`src/rtl/qr_stream_arb_if.sv`:
```
// Requester, QR-pipeline and result signals of the frame arbiter, bundled with
// arbiter-side (slave) and environment-side (master) views.
interface qr_stream_arb_if #(
  parameter int unsigned DW = 17
);
  localparam int unsigned W = 4 * DW;

  logic         req0_valid;
  logic [W-1:0] req0_data;
  logic         req0_ready;
  logic         req1_valid;
  logic [W-1:0] req1_data;
  logic         req1_ready;
  logic         pe_valid;
  logic [W-1:0] pe_in;
  logic [W-1:0] pe_out;
  logic         res_valid;
  logic         res_src;
  logic         res_last;
  logic [W-1:0] res_data;
  logic         busy;

  modport slave (
    input  req0_valid, req0_data, req1_valid, req1_data, pe_out,
    output req0_ready, req1_ready, pe_valid, pe_in,
           res_valid, res_src, res_last, res_data, busy
  );

  modport master (
    output req0_valid, req0_data, req1_valid, req1_data, pe_out,
    input  req0_ready, req1_ready, pe_valid, pe_in,
           res_valid, res_src, res_last, res_data, busy
  );
endinterface

```
`src/rtl/qr_stream_arb.sv`:
```
// Frame-locked round-robin arbiter sharing one fixed-latency QR pipeline
// between two requesters, with a tag pipe that labels each returning beat.
module qr_stream_arb #(
  parameter int unsigned DW   = 17,
  parameter int unsigned ROWS = 4,
  parameter int unsigned LAT  = 20
) (
  input logic             clk,
  input logic             rst_n,
  qr_stream_arb_if.slave  bus
);
  localparam int unsigned W  = 4 * DW;
  localparam int unsigned CW = (ROWS > 1) ? $clog2(ROWS) : 1;
  localparam logic [CW-1:0] LAST_CNT = CW'(ROWS - 1);

  typedef enum logic {IDLE, LOCK} state_t;

  typedef struct packed {
    logic v;
    logic src;
    logic last;
  } tag_t;

  state_t        state, state_nxt;
  logic          owner, owner_nxt;
  logic          rr, rr_nxt;
  logic [CW-1:0] cnt, cnt_nxt;
  logic          ready0, ready1;
  logic          xfer, last_beat, busy_nxt;
  logic [W-1:0]  beat;

  logic          pe_valid;
  logic [W-1:0]  pe_in;
  logic          pe_src, pe_last;
  tag_t          tag [LAT];
  logic          busy;

  // Next-state, grant and busy decode
  always_comb begin
    state_nxt = state;
    owner_nxt = owner;
    rr_nxt    = rr;
    cnt_nxt   = cnt;
    xfer      = (ready0 & bus.req0_valid) | (ready1 & bus.req1_valid);
    last_beat = xfer && (cnt == LAST_CNT);
    beat      = owner ? bus.req1_data : bus.req0_data;

    case (state)
      IDLE: begin
        if (bus.req0_valid && bus.req1_valid) begin
          state_nxt = LOCK;
          owner_nxt = rr;
        end else if (bus.req0_valid) begin
          state_nxt = LOCK;
          owner_nxt = 1'b0;
        end else if (bus.req1_valid) begin
          state_nxt = LOCK;
          owner_nxt = 1'b1;
        end
      end
      LOCK: begin
        if (last_beat) begin
          state_nxt = IDLE;
          cnt_nxt   = '0;
          rr_nxt    = ~owner;
        end else if (xfer) begin
          cnt_nxt = cnt + CW'(1);
        end
      end
      default: state_nxt = IDLE;
    endcase

    // Busy one cycle ahead: lock, the beat about to issue, or any tag that stays in the pipe
    busy_nxt = (state_nxt == LOCK) | xfer | pe_valid;
    for (int i = 0; i < int'(LAT) - 1; i++) begin
      busy_nxt = busy_nxt | tag[i].v;
    end
  end

  // Arbiter state and registered grants
  always_ff @(posedge clk or posedge rst_n) begin
    if (rst_n) begin
      state  <= IDLE;
      owner  <= 1'b0;
      rr     <= 1'b0;
      cnt    <= '0;
      ready0 <= 1'b0;
      ready1 <= 1'b0;
      busy   <= 1'b0;
    end else begin
      state  <= state_nxt;
      owner  <= owner_nxt;
      rr     <= rr_nxt;
      cnt    <= cnt_nxt;
      ready0 <= (state_nxt == LOCK) && !owner_nxt;
      ready1 <= (state_nxt == LOCK) && owner_nxt;
      busy   <= busy_nxt;
    end
  end

  // Pipeline issue stage and tag pipe aligned to the pipeline latency
  always_ff @(posedge clk or posedge rst_n) begin
    if (rst_n) begin
      pe_valid <= 1'b0;
      pe_in    <= '0;
      pe_src   <= 1'b0;
      pe_last  <= 1'b0;
      for (int i = 0; i < int'(LAT); i++) begin
        tag[i] <= '0;
      end
    end else begin
      pe_valid <= xfer;
      pe_in    <= xfer ? beat : '0;
      pe_src   <= xfer & owner;
      pe_last  <= last_beat;
      tag[0]   <= '{v: pe_valid, src: pe_src, last: pe_last};
      for (int i = 1; i < int'(LAT); i++) begin
        tag[i] <= tag[i-1];
      end
    end
  end

  assign bus.req0_ready = ready0;
  assign bus.req1_ready = ready1;
  assign bus.pe_valid   = pe_valid;
  assign bus.pe_in      = pe_in;
  assign bus.res_valid  = tag[LAT-1].v;
  assign bus.res_src    = tag[LAT-1].src;
  assign bus.res_last   = tag[LAT-1].last;
  // Pipeline output arrives in the same cycle as its tag, so it is only gated here
  assign bus.res_data   = tag[LAT-1].v ? bus.pe_out : '0;
  assign bus.busy       = busy;
endmodule

```
`src/flat_wrapper.sv`:
```
// flat-port wrapper written by rule: the top's interface ports become plain ports
module qr_stream_arb_flat 
#(
  parameter int unsigned DW   = 17,
  parameter int unsigned ROWS = 4,
  parameter int unsigned LAT  = 20
)
  (clk, rst_n, bus_req0_valid, bus_req0_data, bus_req1_valid, bus_req1_data, bus_pe_out, bus_req0_ready, bus_req1_ready, bus_pe_valid, bus_pe_in, bus_res_valid, bus_res_src, bus_res_last, bus_res_data, bus_busy);
  qr_stream_arb_if #(.DW(DW)) bus_i ();
  input logic clk;
  input logic rst_n;
  input wire logic [$bits(bus_i.req0_valid)-1:0] bus_req0_valid;
  input wire logic [$bits(bus_i.req0_data)-1:0] bus_req0_data;
  input wire logic [$bits(bus_i.req1_valid)-1:0] bus_req1_valid;
  input wire logic [$bits(bus_i.req1_data)-1:0] bus_req1_data;
  input wire logic [$bits(bus_i.pe_out)-1:0] bus_pe_out;
  output wire logic [$bits(bus_i.req0_ready)-1:0] bus_req0_ready;
  output wire logic [$bits(bus_i.req1_ready)-1:0] bus_req1_ready;
  output wire logic [$bits(bus_i.pe_valid)-1:0] bus_pe_valid;
  output wire logic [$bits(bus_i.pe_in)-1:0] bus_pe_in;
  output wire logic [$bits(bus_i.res_valid)-1:0] bus_res_valid;
  output wire logic [$bits(bus_i.res_src)-1:0] bus_res_src;
  output wire logic [$bits(bus_i.res_last)-1:0] bus_res_last;
  output wire logic [$bits(bus_i.res_data)-1:0] bus_res_data;
  output wire logic [$bits(bus_i.busy)-1:0] bus_busy;
  assign bus_i.req0_valid = bus_req0_valid;
  assign bus_i.req0_data = bus_req0_data;
  assign bus_i.req1_valid = bus_req1_valid;
  assign bus_i.req1_data = bus_req1_data;
  assign bus_i.pe_out = bus_pe_out;
  assign bus_req0_ready = bus_i.req0_ready;
  assign bus_req1_ready = bus_i.req1_ready;
  assign bus_pe_valid = bus_i.pe_valid;
  assign bus_pe_in = bus_i.pe_in;
  assign bus_res_valid = bus_i.res_valid;
  assign bus_res_src = bus_i.res_src;
  assign bus_res_last = bus_i.res_last;
  assign bus_res_data = bus_i.res_data;
  assign bus_busy = bus_i.busy;
  qr_stream_arb #(.DW(DW), .ROWS(ROWS), .LAT(LAT)) u_core (.clk(clk), .rst_n(rst_n), .bus(bus_i));
endmodule
```
`config.mk`:
```
export PLATFORM = sky130hd
export DESIGN_NAME = qr_stream_arb_flat
export DESIGN_NICKNAME = d
export VERILOG_FILES = /design/src/rtl/qr_stream_arb_if.sv /design/src/rtl/qr_stream_arb.sv /design/src/flat_wrapper.sv
export SDC_FILE = /design/constraint.sdc
export NUM_CORES = 1
export LEC_CHECK = 0
export ABC_AREA = 1
export ABC_CLOCK_PERIOD_IN_PS = 7600
export BUFFER_PORTS_ARGS = -buffer_cell sky130_fd_sc_hd__clkbuf_2
export CAP_MARGIN = 5
export CORE_AREA = 3 3 134 136
export DETAILED_ROUTE_END_ITERATION = 7
export DIE_AREA = 0 0 137 139
export HOLD_SLACK_MARGIN = 0.15
export PLACE_DENSITY_LB_ADDON = 0.12
export SLEW_MARGIN = 20
export SYNTH_ARGS = -nofsm -noshare
export SYNTH_HDL_FRONTEND = slang
export SYNTH_SLANG_ARGS = --single-unit
```
`constraint.sdc`:
```
create_clock -name clk -period 7.6 [get_ports clk]
set_clock_uncertainty 0.05 [all_clocks]
set_input_delay 1.9 -clock clk [delete_from_list [all_inputs] [get_ports clk]]
set_output_delay 1.9 -clock clk [all_outputs]
set_load 0.02 [all_outputs]
```
==> metrics <==
outcome complete, no violations; Setup TNS 0 ps; count of final hold-check violations 0; Max-slew headroom between 40 and 50%; hold_buf cts 0; mux cell area share after synthesis 0%; post-route ant nets 0; Synth Area in XOR/XNOR 0%; DRT Pass-1 Iters 4; WL met2 approximately 8.6 mm; sequential area share after synthesis about three fifths; HPWL after DPL 13.1 mm; Pwr Density about 380 nW/µm²; share of layout cells above drive strength 1 a little under two fifths; WP data required 5650 ps; WHS Endpoint u_core.tag[48]$_DFF_PP0_; Final Wtd Congestion a little under 0.9; total chip power between 3 and 4 mW; final worst path period need ~4300 ps; post-synthesis compound-gate area fraction less than 1%; YS warnings 0; CTS tree yes; Syn Area/Cell between 8 and 9 µm²; CP arrival approximately 2400 ps; adder-cell share of the synthesized area less than 1%; Congestion Overflow GR 0; Yosys cell types 16; Initial Util around 33%; reg2reg setup slack around 5800 ps; DRC 0; Worst setup EP type output pin; hold path startpoint u_core.tag[51]$_DFF_PP0_; crit share post-route 56.6%; # port buffers 350; CP Launch Type primary input; unrepaired setup endpoints after global routing false; Final nets between 1000 and 1500; area of the die about 19000 µm²; Antenna Cells 0; setup bufs post-CTS 0; DRT iter0 DRCs roughly 150; fin. max-slew vios 0; footprint of the multi-input gates around 1500 µm²; Worst-Margin Slew slightly below 900 ps; Largest register FFs 68; vias in the first global route around 4700; via/cell ratio roughly 4.0; mapped cell area 5650 µm²; Syn Inst Count roughly 700; flops & latches, synth approximately 140; Layout Cells excl Fill ~1300; first-pass GRT wire length approximately 26 mm; max_cap viols 0; pin count of the biggest net entering global routing 71; Setup WS post-layout 3300 ps; Synth-to-Final Area Change 43.9%; most frequent cells in the layout nand2_1 (352), clkbuf_2 (350), inv_1 (143); number of H-tree levels 4; Fillers approximately 1800; cell area after placement between 7000 and 8000 µm²; Clock Tree Buf Depth 2; Clock power frac 26.3%; FF-to-FF Start u_core.bus.req0_ready$_DFF_PP0_; cell area after layout slightly above 8000 µm²; CTS Sinks ~140; Placed Instances about 1200; Simple-Gate Fraction of Synth Area around 25%; worst-case reg-to-reg path depth 5; Core Box Area about 17000 µm²; f_max around 230 MHz; sw frac 40.6%; commonest non-fill, non-tap cell in the layout nand2_1; P_int between 1.5 and 2 mW; Inserted Clock Buffers 17; final setup violation count 0; post-cts sizing count 0; storage element area 3480 µm²; clock-pin slew on the worst setup and hold paths 60 ps; routed len/inst 13.5 µm; Die X 137 µm; Routed met3 length ~1.9 mm; crit path max fanout 1; gr usage total between 10% and 20%; leak pwr 5.69 nW; P_sw around 1.2 mW; share of total power in combinational logic 37.1%; biggest registers after layout u_core.bus.pe_in (68), u_core.tag (57), u_core.cnt (2); CTS Root Cell clkbuf_16; via count roughly 5100; wire length on met1 6.36 mm; largest family of logic cells by synthesized area simple AND/OR/NAND/NOR gates; syn_nets 905; worst hold margin 294 ps; reg-to-reg critical path endpoint u_core.bus.pe_in[0]$_DFF_PP0_; Setup WS pre-CTS between 3000 and 4000 ps; hold path depth 0; Hold Path Class reg -> reg; Max rail drop VDD 0.000151 V; Row Count between 40 and 50; I/O pin cnt roughly 350; top routing layer used met4; critical setup path kind in -> out; chip height approximately 140 µm; part of the power in registers 36.6%; Routed WL 17.2 mm; clock insertion delay at the later pin of the skew report around 410 ps; initial antenna violation count 0; largest reg by FF count u_core.bus.pe_in; fin util a little under half
==> worst max path at each step <==
stage          slack [ps]  cells past startpoint            from                        end
2_1_floorplan        1930                      1           rst_n  u_core.bus.busy$_DFF_PP0_
6_report             3300                      4  bus_pe_out[33]           bus_res_data[33]
3_3_place_gp         3270                      4  bus_pe_out[35]           bus_res_data[35]
4_1_cts              3270                      4  bus_pe_out[33]           bus_res_data[33]
3_5_place_dp         3270                      4  bus_pe_out[33]           bus_res_data[33]
5_1_grt              3270                      4  bus_pe_out[33]           bus_res_data[33]
==> metal layers <==
metal	up-vias	track usage (%)
met1	2212	19.3
met5	-	0
li1	2630	-
met3	26	7.33
met2	226	31.0
met4	0	6.99
==> critical path: stages <==
cell      delay [ps]
clkbuf_2          80
nand2_1           80
inv_1            110
clkbuf_2         170
==> synthesized netlist by cell type, drive strengths merged <==
library cell	number	area share, %
o21ai	3	0.27
nand4	2	0.22
inv	145	9.7
nand3	2	0.18
nand2	353	23
buf	26	2.7
dfrtp	139	62
a21oi	2	0.18
clkbuf	4	0.27
ha	1	0.22
nor3	1	0.088
nor2	18	1.2
==> kinds of logic after synthesis <==
| group | after synthesis |
|---|---|
| AO/OA/AOI/OAI | 5 |
| AND/OR/NAND/NOR | 376 |
| adder cells (fa/ha/maj) | 1 |
| buffers and inverters | 175 |
| flip-flops | 139 |
==> area by class of cell <==
| cell class | count | area share, % |
|---|---|---|
| Timing Repair Buffer | 353 | 21.8 |
| Clock buffer | 21 | 5.90 |
| Tap cell | 225 | 3.46 |
| Clock inverter | 11 | 1.32 |
| Inverter | 145 | 6.78 |
| Multi-Input combinational cell | 382 | 17.9 |
| Sequential cell | 139 | 42.8 |
==> power by group through the flow <==
stage | clock [mW] | sequential (mW) | combinational (mW)
floorplan | 0 | 1.25 | 0.629
global placement | 0 | 1.13 | 1.16
detailed placement | 0 | 1.13 | 1.17
CTS | 0.834 | 1.12 | 1.17
global route | 0.862 | 1.15 | 1.28
finish | 0.805 | 1.12 | 1.13
Power figures use the tool's default switching activity.
